`src/rtl/operand_sweep_gen.sv`:
```
// operand_sweep_gen: NCH x WIDTH operand generator with binary, per-channel step, Gray and hold sweeps.
// Optional macro OPGEN_PAUSE_EN adds a pause input that freezes the sweep while in RUN.
module operand_sweep_gen #(
  parameter int  WIDTH = 8,
  parameter int  NCH   = 4,
  localparam int TOTAL = NCH * WIDTH
) (
  input  logic             clk,
  input  logic             reset,
`ifdef OPGEN_PAUSE_EN
  input  logic             pause,
`endif
  input  logic             start,
  input  logic             stop,
  input  logic [1:0]       mode,
  input  logic [TOTAL-1:0] seed,
  input  logic [31:0]      len,
  output logic [TOTAL-1:0] ops,
  output logic             valid,
  output logic             busy,
  output logic             done,
  output logic             wrapped,
  output logic [31:0]      iter_cnt
);

  typedef enum logic [1:0] {S_IDLE = 2'd0, S_RUN = 2'd1, S_DONE = 2'd2} state_t;

  localparam logic [1:0] M_BIN  = 2'd0;
  localparam logic [1:0] M_STEP = 2'd1;
  localparam logic [1:0] M_GRAY = 2'd2;
  localparam logic [1:0] M_HOLD = 2'd3;

  state_t           state_q, state_d;
  logic [TOTAL-1:0] bin_q, bin_d;
  logic [TOTAL-1:0] ops_q, ops_d;
  logic [TOTAL-1:0] seed_q, seed_d;
  logic [1:0]       mode_q, mode_d;
  logic [31:0]      len_q, len_d;
  logic [31:0]      iter_q, iter_d;
  logic             valid_q, valid_d;
  logic             busy_q, busy_d;
  logic             done_q, done_d;
  logic             wrapped_q, wrapped_d;

  logic [TOTAL-1:0] step_bin;
  logic [TOTAL-1:0] next_bin;
  logic [31:0]      iter_inc;
  logic             term_len, term_wrap, pause_w;

`ifdef OPGEN_PAUSE_EN
  assign pause_w = pause;
`else
  assign pause_w = 1'b0;
`endif

  function automatic logic [TOTAL-1:0] map_ops(input logic [1:0] m, input logic [TOTAL-1:0] b);
    map_ops = (m == M_GRAY) ? (b ^ (b >> 1)) : b;
  endfunction

  // Step mode: every channel carries independently, so no cross-channel carry.
  genvar gi;
  for (gi = 0; gi < NCH; gi++) begin : g_step
    assign step_bin[gi*WIDTH +: WIDTH] = bin_q[gi*WIDTH +: WIDTH] + WIDTH'(gi + 1);
  end

  always_comb begin
    case (mode_q)
      M_BIN, M_GRAY: next_bin = bin_q + TOTAL'(1);
      M_STEP:        next_bin = step_bin;
      default:       next_bin = bin_q;
    endcase
  end

  assign term_len  = (len_q != 32'd0) && (iter_q == len_q);
  assign term_wrap = (mode_q != M_HOLD) && (next_bin == seed_q);
  assign iter_inc  = (iter_q == 32'hFFFF_FFFF) ? iter_q : iter_q + 32'd1;

  always_comb begin
    state_d   = state_q;
    bin_d     = bin_q;
    ops_d     = ops_q;
    seed_d    = seed_q;
    mode_d    = mode_q;
    len_d     = len_q;
    iter_d    = iter_q;
    valid_d   = 1'b0;
    busy_d    = busy_q;
    done_d    = 1'b0;
    wrapped_d = wrapped_q;
    case (state_q)
      S_IDLE: begin
        busy_d = 1'b0;
        if (start) begin
          state_d   = S_RUN;
          bin_d     = seed;
          ops_d     = map_ops(mode, seed);
          seed_d    = seed;
          mode_d    = mode;
          len_d     = len;
          iter_d    = 32'd1;
          valid_d   = 1'b1;
          busy_d    = 1'b1;
          wrapped_d = 1'b0;
        end
      end
      S_RUN: begin
        // stop always wins; the other exits are suspended while paused
        if (stop || (!pause_w && (term_len || term_wrap))) begin
          state_d = S_DONE;
          busy_d  = 1'b0;
          done_d  = 1'b1;
          if (!pause_w && term_wrap) wrapped_d = 1'b1;
        end else if (!pause_w) begin
          bin_d   = next_bin;
          ops_d   = map_ops(mode_q, next_bin);
          iter_d  = iter_inc;
          valid_d = 1'b1;
        end
      end
      S_DONE: begin
        state_d = S_IDLE;
        busy_d  = 1'b0;
      end
      default: begin
        state_d = S_IDLE;
        busy_d  = 1'b0;
      end
    endcase
  end

  always_ff @(posedge clk or negedge reset) begin
    if (!reset) begin
      state_q   <= S_IDLE;
      bin_q     <= '0;
      ops_q     <= '0;
      seed_q    <= '0;
      mode_q    <= '0;
      len_q     <= '0;
      iter_q    <= '0;
      valid_q   <= 1'b0;
      busy_q    <= 1'b0;
      done_q    <= 1'b0;
      wrapped_q <= 1'b0;
    end else begin
      state_q   <= state_d;
      bin_q     <= bin_d;
      ops_q     <= ops_d;
      seed_q    <= seed_d;
      mode_q    <= mode_d;
      len_q     <= len_d;
      iter_q    <= iter_d;
      valid_q   <= valid_d;
      busy_q    <= busy_d;
      done_q    <= done_d;
      wrapped_q <= wrapped_d;
    end
  end

  assign ops      = ops_q;
  assign valid    = valid_q;
  assign busy     = busy_q;
  assign done     = done_q;
  assign wrapped  = wrapped_q;
  assign iter_cnt = iter_q;

endmodule

```
`config.mk`:
```
export PLATFORM = sky130hd
export DESIGN_NAME = operand_sweep_gen
export DESIGN_NICKNAME = d
export VERILOG_FILES = /design/src/rtl/operand_sweep_gen.sv
export SDC_FILE = /design/constraint.sdc
export NUM_CORES = 1
export LEC_CHECK = 0
export ABC_AREA = 1
export BUFFER_PORTS_ARGS = -buffer_cell sky130_fd_sc_hd__buf_2
export CAP_MARGIN = 20
export CORE_ASPECT_RATIO = 1.25
export CORE_UTILIZATION = 45
export CTS_CLUSTER_DIAMETER = 50
export DETAILED_ROUTE_END_ITERATION = 10
export PLACE_DENSITY_LB_ADDON = 0.25
export SLEW_MARGIN = 20
export SYNTH_ARGS = -nofsm -noshare
export SYNTH_HDL_FRONTEND = slang
export SYNTH_SLANG_ARGS = --single-unit
```
`constraint.sdc`:
```
create_clock -name clk -period 3.2 [get_ports clk]
set_clock_uncertainty 0.15 [all_clocks]
set_input_delay 0.16 -clock clk [delete_from_list [all_inputs] [get_ports clk]]
set_output_delay 0.16 -clock clk [all_outputs]
set_load 0.02 [all_outputs]
```
## Word-level counts from Yosys, hierarchy flattened

Cells that the tools add are included.

| word-level totals | value |
|---|---|
| bits in registers | 168 |
| input port bits | 70 |
| output and inout port bits | 68 |
| logic and storage cells | 73 |

| operators by class | value |
|---|---|
| $add $sub $neg | 6 |
| equal/unequal tests | 13 |
| mux-type cells | 27 |
| bitwise operators | 2 |
| reductions and logical operators | 14 |

Operator list:

| cell | count |
|---|---|
| two-way mux 32 bit | 9 |
| case mux 32 bit (2 select lines) | 4 |
| adder 32 x 1 -> 32 bit (second input constant) | 2 |
| equality test 32 bit | 2 |
| XOR 32 x 31 -> 32 bit | 2 |
| equality test 32 bit (second input constant) | 1 |
| nonzero test 32 bit | 1 |
| adder 8 x 2 -> 8 bit (second input constant) | 2 |
| inequality test 2 bit (second input constant) | 6 |
| adder 8 x 1 -> 8 bit (second input constant) | 1 |
| adder 8 x 3 -> 8 bit (second input constant) | 1 |
| two-way mux 1 bit | 8 |
| AND reduction 4 bit | 2 |
| case mux 1 bit (2 select lines) | 3 |
| equality test 2 x 1 -> 1 bit (second input constant) | 2 |
| equality test 2 bit (second input constant) | 2 |
| logical NOT 2 bit | 2 |
| two-way mux 2 bit | 2 |
| case mux 2 bit (2 select lines) | 1 |
| AND reduction 2 bit | 2 |
| AND reduction 3 bit | 1 |
| logical AND 1 bit | 2 |
| logical OR 1 bit | 2 |
| nonzero test 2 bit | 1 |
| OR reduction 2 bit | 1 |

## Logic depth before layout (Yosys ltp)

| depth | value |
|---|---|
| depth in word-level cells | 9 |
| mapped depth | 22 |
| depth with buffers taken out | 21 |

## Least setup slack after synthesis

Ideal clock, no wire load.

| timing | value |
|---|---|
| path type | flip-flop to flip-flop |
| start point | register iter_q[0], in the netlist iter_cnt[0] |
| end point | register iter_q[0], in the netlist iter_cnt[0] |
| library setup time | 0.118 ns |
| data arrival time | 2.565 ns |
| data required time | 2.932 ns |
| slack | 0.367 ns |
| cell stages (with the launch flop) | 14 |
| path buffers | 1 |
| period minus slack after synthesis | 2.833 ns |
| cell sequence | dfrtp_1 -> ha_1 -> nand4_1 -> nor4_2 -> nand2_1 -> nor2_2 -> nand4_1 -> nor2_1 -> nand3_1 -> nor3_2 -> nand4_1 -> clkbuf_1 -> nand3_1 -> nand2_1 |

| on the way | value |
|---|---|
| longest elaborated chain between the ends | 6 |
| elaborated cells between the ends (all ways) | 12 |
| classes of those cells | add/sub (1); eq/ne (4); mux (3); reduce/logical (4) |

RTL lines:

| element | RTL line | RTL |
|---|---|---|
| start, declared | 39 | `logic [31:0] iter_q, iter_d;` |
| start signal, assigned | 151 | `iter_q <= iter_d;` |
| branches (longest 6 deep; another with adder 32 x 1 -> 32 bit) | n/a |  |

Parallel ways; which one is timed is not known. The select of a mux whose other input is x is not followed.
A chain may end at the register's enable or synchronous reset.

## Final worst setup path

| timing | value |
|---|---|
| start point | register iter_q[1], in the netlist iter_cnt[1] |
| end point | register iter_q[10], in the netlist iter_cnt[10] |

Same word-level chain as after synthesis.

==> flow_metrics.env <==
export IMPL_status="completed"
export IMPL_antenna_found_initial=0
export IMPL_core_um2=24400
export IMPL_grtUsageTotal_pct=30.4
export IMPL_path_buf_inv=1
export IMPL_synth_cells=1687
export IMPL_yosysTopAreaCell="dfrtp_1"
export IMPL_ios=138
export IMPL_reg2regPathDepth=14
export IMPL_combPwrFrac_pct=52.5
export IMPL_p_leak_nw=7.29
export IMPL_gp_congestion=0.963
export IMPL_switching_share_pct=45.4
export IMPL_p_int_mw=6.41
export IMPL_cts_buffer_depth=2
export IMPL_synth_seq_cells=167
export IMPL_tightest_slew_ps=884
export IMPL_wl_per_cell_um=16.4
export IMPL_timing_final_hold_violations=0
export IMPL_via_per_inst=5.34
export IMPL_num_antenna_cells=0
export IMPL_grt_pass1_vias=11793
export IMPL_htreeDepth=4
export IMPL_die_area_um2=25500
export IMPL_post_place_cells=2191
export IMPL_crit_chain="ha_1 > nand4_1 > nor4_4 > nand2_2 > nor2_4 > nand4_1 > nor2_1 > nand3_1 > nor3_2 > nand4_1 > nand2_4 > buf_12 > nand2_1 > nand2_1"
export IMPL_fin_crit_sh_pct=98.2
export IMPL_slew_violations=0
export IMPL_grt_overflow_total=0
export IMPL_synth_edf_count=0
export IMPL_min_path_type="in2async"
export IMPL_timing_fmax_mhz=318
export IMPL_ys_types=42
export IMPL_path_max_fanout=19
export IMPL_cts_tree="done"
export IMPL_syn_area_per_cell_um2=6.62
export IMPL_p_seq_share_pct=30.3
export IMPL_clk_pin_slew_ps=70
export IMPL_clk_latency_ps=440
export IMPL_cp_data_required_time_ps=3430
export IMPL_cp_depth=14
export IMPL_n_fill_cell=2348
export IMPL_relSlewSlack_pct=41.0
export IMPL_crit_type="reg2reg"
export IMPL_drc=0
export IMPL_area_growth_pct=30.9
export IMPL_dp_hpwl_um=27100
export IMPL_die_w_um=143
export IMPL_synth_area_leaders="dfrtp_1, nand2_1, nand3_1, o21ai_0, inv_1"
export IMPL_grt_pass1_wl_um=59500
export IMPL_synth_top_flop_cell="dfrtp_1"
export IMPL_grt_max_degree=68
export IMPL_cts_buffers=17
export IMPL_drive_above_1_share_pct=19.4
export IMPL_synth_seq_area_share_pct=37.4
export IMPL_cp_slowest_cell="dfrtp_1"
export IMPL_end_kind="flip-flop"
export IMPL_start_util_pct=45.7
export IMPL_drtIter0Drc=837
export IMPL_crit_top_cell="nand4_1"
export IMPL_synth_top_area_share_pct=37.4
export IMPL_crit_path_start_kind="flip-flop"
export IMPL_crit_family="simple AND/OR/NAND/NOR gates"
export IMPL_pwr_share_clk_pct=17.1
export IMPL_r2r_start="iter_cnt[1]$_DFFE_PN0P_"
export IMPL_slowest_delay_ps=430
export IMPL_routed_wl_um=37900
export IMPL_arrival_ps=3370
export IMPL_cap_violations=0
export IMPL_vias=12312
export IMPL_ant_nets=0
export IMPL_ys_warn_count=0
export IMPL_reg2reg_slack_ps=60
export IMPL_tns_ps=0
export IMPL_async_reset_ff_share_pct=100
export IMPL_p_sw_mw=5.32
export IMPL_nets=2041
export IMPL_finalSetupViolations=0
export IMPL_clock_sinks=167
export IMPL_portBuffers=137
export IMPL_syn_cell_area_um2=11200
export IMPL_firstDrtPassIters=6
export IMPL_p_per_area_nw_per_um2=803
export IMPL_rsz0062_at_grt="yes"
export IMPL_synth_nets=1763
export IMPL_die_h_um=178
export IMPL_vdd_drop_max_mv=0.385
export IMPL_rr_endpoint="iter_cnt[10]$_DFFE_PN0P_"
export IMPL_root_buffer="clkbuf_16"
export IMPL_rows=64
export IMPL_post_layout_nonfiller_instances=2307
export IMPL_min_period_ps=3140
-- registers in the layout (all words and copies together) (netlist names) --
name / count
len_q: 32
valid: 1
mode_q: 2
done: 1
bin_q: 32
state_q: 2
iter_cnt: 32
busy: 1
ops: 31
seed_q: 32
wrapped: 1
-- synthesized netlist by cell type (6+ instances only) --
master    number
nor2_1       139
xor2_1        14
ha_1           6
o21ai_1       21
clkbuf_1      51
o21bai_1       9
nand2_1      606
nand4_1       37
nand3b_1      19
inv_1        141
xnor2_1       36
nor4_1        14
dfrtp_1      167
o211ai_1      11
nor3_1        16
a21oi_1       17
inv_2          6
o21ai_0      134
nor2_2         6
buf_2         13
nand3_1      172
-- placed cells by master, fill, tap and decap left out, types with 4 or more instances in the layout --
master / synthesis / routed
xor2_1: 14 / 14
inv_1: 141 / 139
xnor2_1: 36 / 36
ha_1: 6 / 4
nand3b_1: 19 / 19
clkbuf_8: 0 / 4
nor2_1: 139 / 121
a32o_1: 5 / 5
buf_12: 0 / 8
a21oi_1: 17 / 17
buf_4: 5 / 112
buf_6: 5 / 4
o21bai_1: 9 / 9
nand2_4: 1 / 9
nor4_1: 14 / 14
o211ai_1: 11 / 11
o21ai_1: 21 / 22
dlygate4sd3_1: 0 / 68
nand2_2: 4 / 23
nor3b_1: 4 / 4
clkbuf_16: 0 / 20
nand3_1: 172 / 163
buf_2: 13 / 136
inv_2: 6 / 8
nand4_1: 37 / 37
nand3_2: 1 / 7
nor2_2: 6 / 18
nand2_1: 606 / 579
nor2_4: 2 / 8
dfrtp_1: 167 / 164
a31oi_1: 4 / 4
nor3_1: 16 / 16
o21ai_0: 134 / 132
or2_2: 5 / 5
-- power by group through the flow --
stage	Sequential [mW]	Combinational (mW)	Clock [mW]
CTS	3.53	5.80	2.04
floorplan	3.67	3.28	0
global route	3.65	6.83	2.12
detailed placement	3.56	5.66	0
finish	3.56	6.16	2.01
global placement	3.54	5.60	0
-- cells by family after synthesis --
kind of cell / Yosys count / share of synthesized area (%)
buffers and inverters: 223 / 8.14
XOR/XNOR: 50 / 3.92
adder cells (fa/ha/maj): 6 / 0.672
AO/OA/AOI/OAI: 212 / 10.5
flip-flops: 167 / 37.4
AND/OR/NAND/NOR: 1029 / 39.4
-- cell type report --
cell class | count | area [um2] | share of cell area (%)
Multi-Input combinational cell | 1298 | 6380 | 43.6
Sequential cell | 167 | 4180 | 28.6
Timing Repair Buffer | 333 | 2520 | 17.3
Inverter | 148 | 558 | 3.82
Clock buffer | 24 | 492 | 3.36
Tap cell | 330 | 413 | 2.82
Clock inverter | 7 | 70.1 | 0.479
-- per-stage QoR --
step / hold slack (ps) / utilization (%) / power (mW) / cell area, um2 / worst slack (ps)
after floorplan: -286 / - / 6.95 / 11200 / 367
after global placement: 71.2 / 52.7 / 9.14 / 12900 / -4.05
after detailed placement: 64.1 / 52.7 / 9.22 / 12900 / -30.7
after CTS: 173 / 58.0 / 11.4 / 14200 / 8.75
after global routing: 198 / 59.9 / 12.6 / 14600 / -75.5
final: 139 / 59.9 / 11.7 / 14600 / 59.0
-- metal layers --
| metal | GRT usage (%) | share of wire (%) | vias to the layer above | wire length [um] |
|---|---|---|---|---|
| li1 | - | - | 6035 | - |
| met1 | 35.1 | 40 | 5778 | 15100 |
| met2 | 55.2 | 51 | 392 | 19500 |
| met3 | 4.54 | 4.8 | 107 | 1810 |
| met4 | 13.3 | 3.9 | 0 | 1490 |
| met5 | 0 | 0 | - | 0 |
-- worst reg2reg max path: cells and delay by family (launching register included) --
family / cells / cell delay, ps
buffers and inverters: 1 / 160
flip-flops: 1 / 430
adder cells (fa/ha/maj): 1 / 240
AND/OR/NAND/NOR: 12 / 2110
-- worst max-delay path by stage --
stage	end	slack, ps	start
6_report	iter_cnt[10]$_DFFE_PN0P_	60	iter_cnt[1]$_DFFE_PN0P_
3_3_place_gp	ops[17]$_DFFE_PN0P_	-4	bin_q[12]$_DFFE_PN0P_
4_1_cts	iter_cnt[10]$_DFFE_PN0P_	9	iter_cnt[1]$_DFFE_PN0P_
2_1_floorplan	iter_cnt[0]$_DFFE_PN0P_	370	iter_cnt[0]$_DFFE_PN0P_
5_1_grt	iter_cnt[25]$_DFFE_PN0P_	-80	iter_cnt[1]$_DFFE_PN0P_
3_5_place_dp	ops[24]$_DFFE_PN0P_	-30	bin_q[1]$_DFFE_PN0P_
-- what timing repair did --
item                                    CTS  global route
endpoints found under the hold margin   140             0
buffers inserted                          0            12
resized for setup                         3            84
endpoints found under the setup margin   17            97
pin swaps                                 0            27
gates cloned                              1             4
hold buffers                             68             0
(Power assumes the default switching activity.)
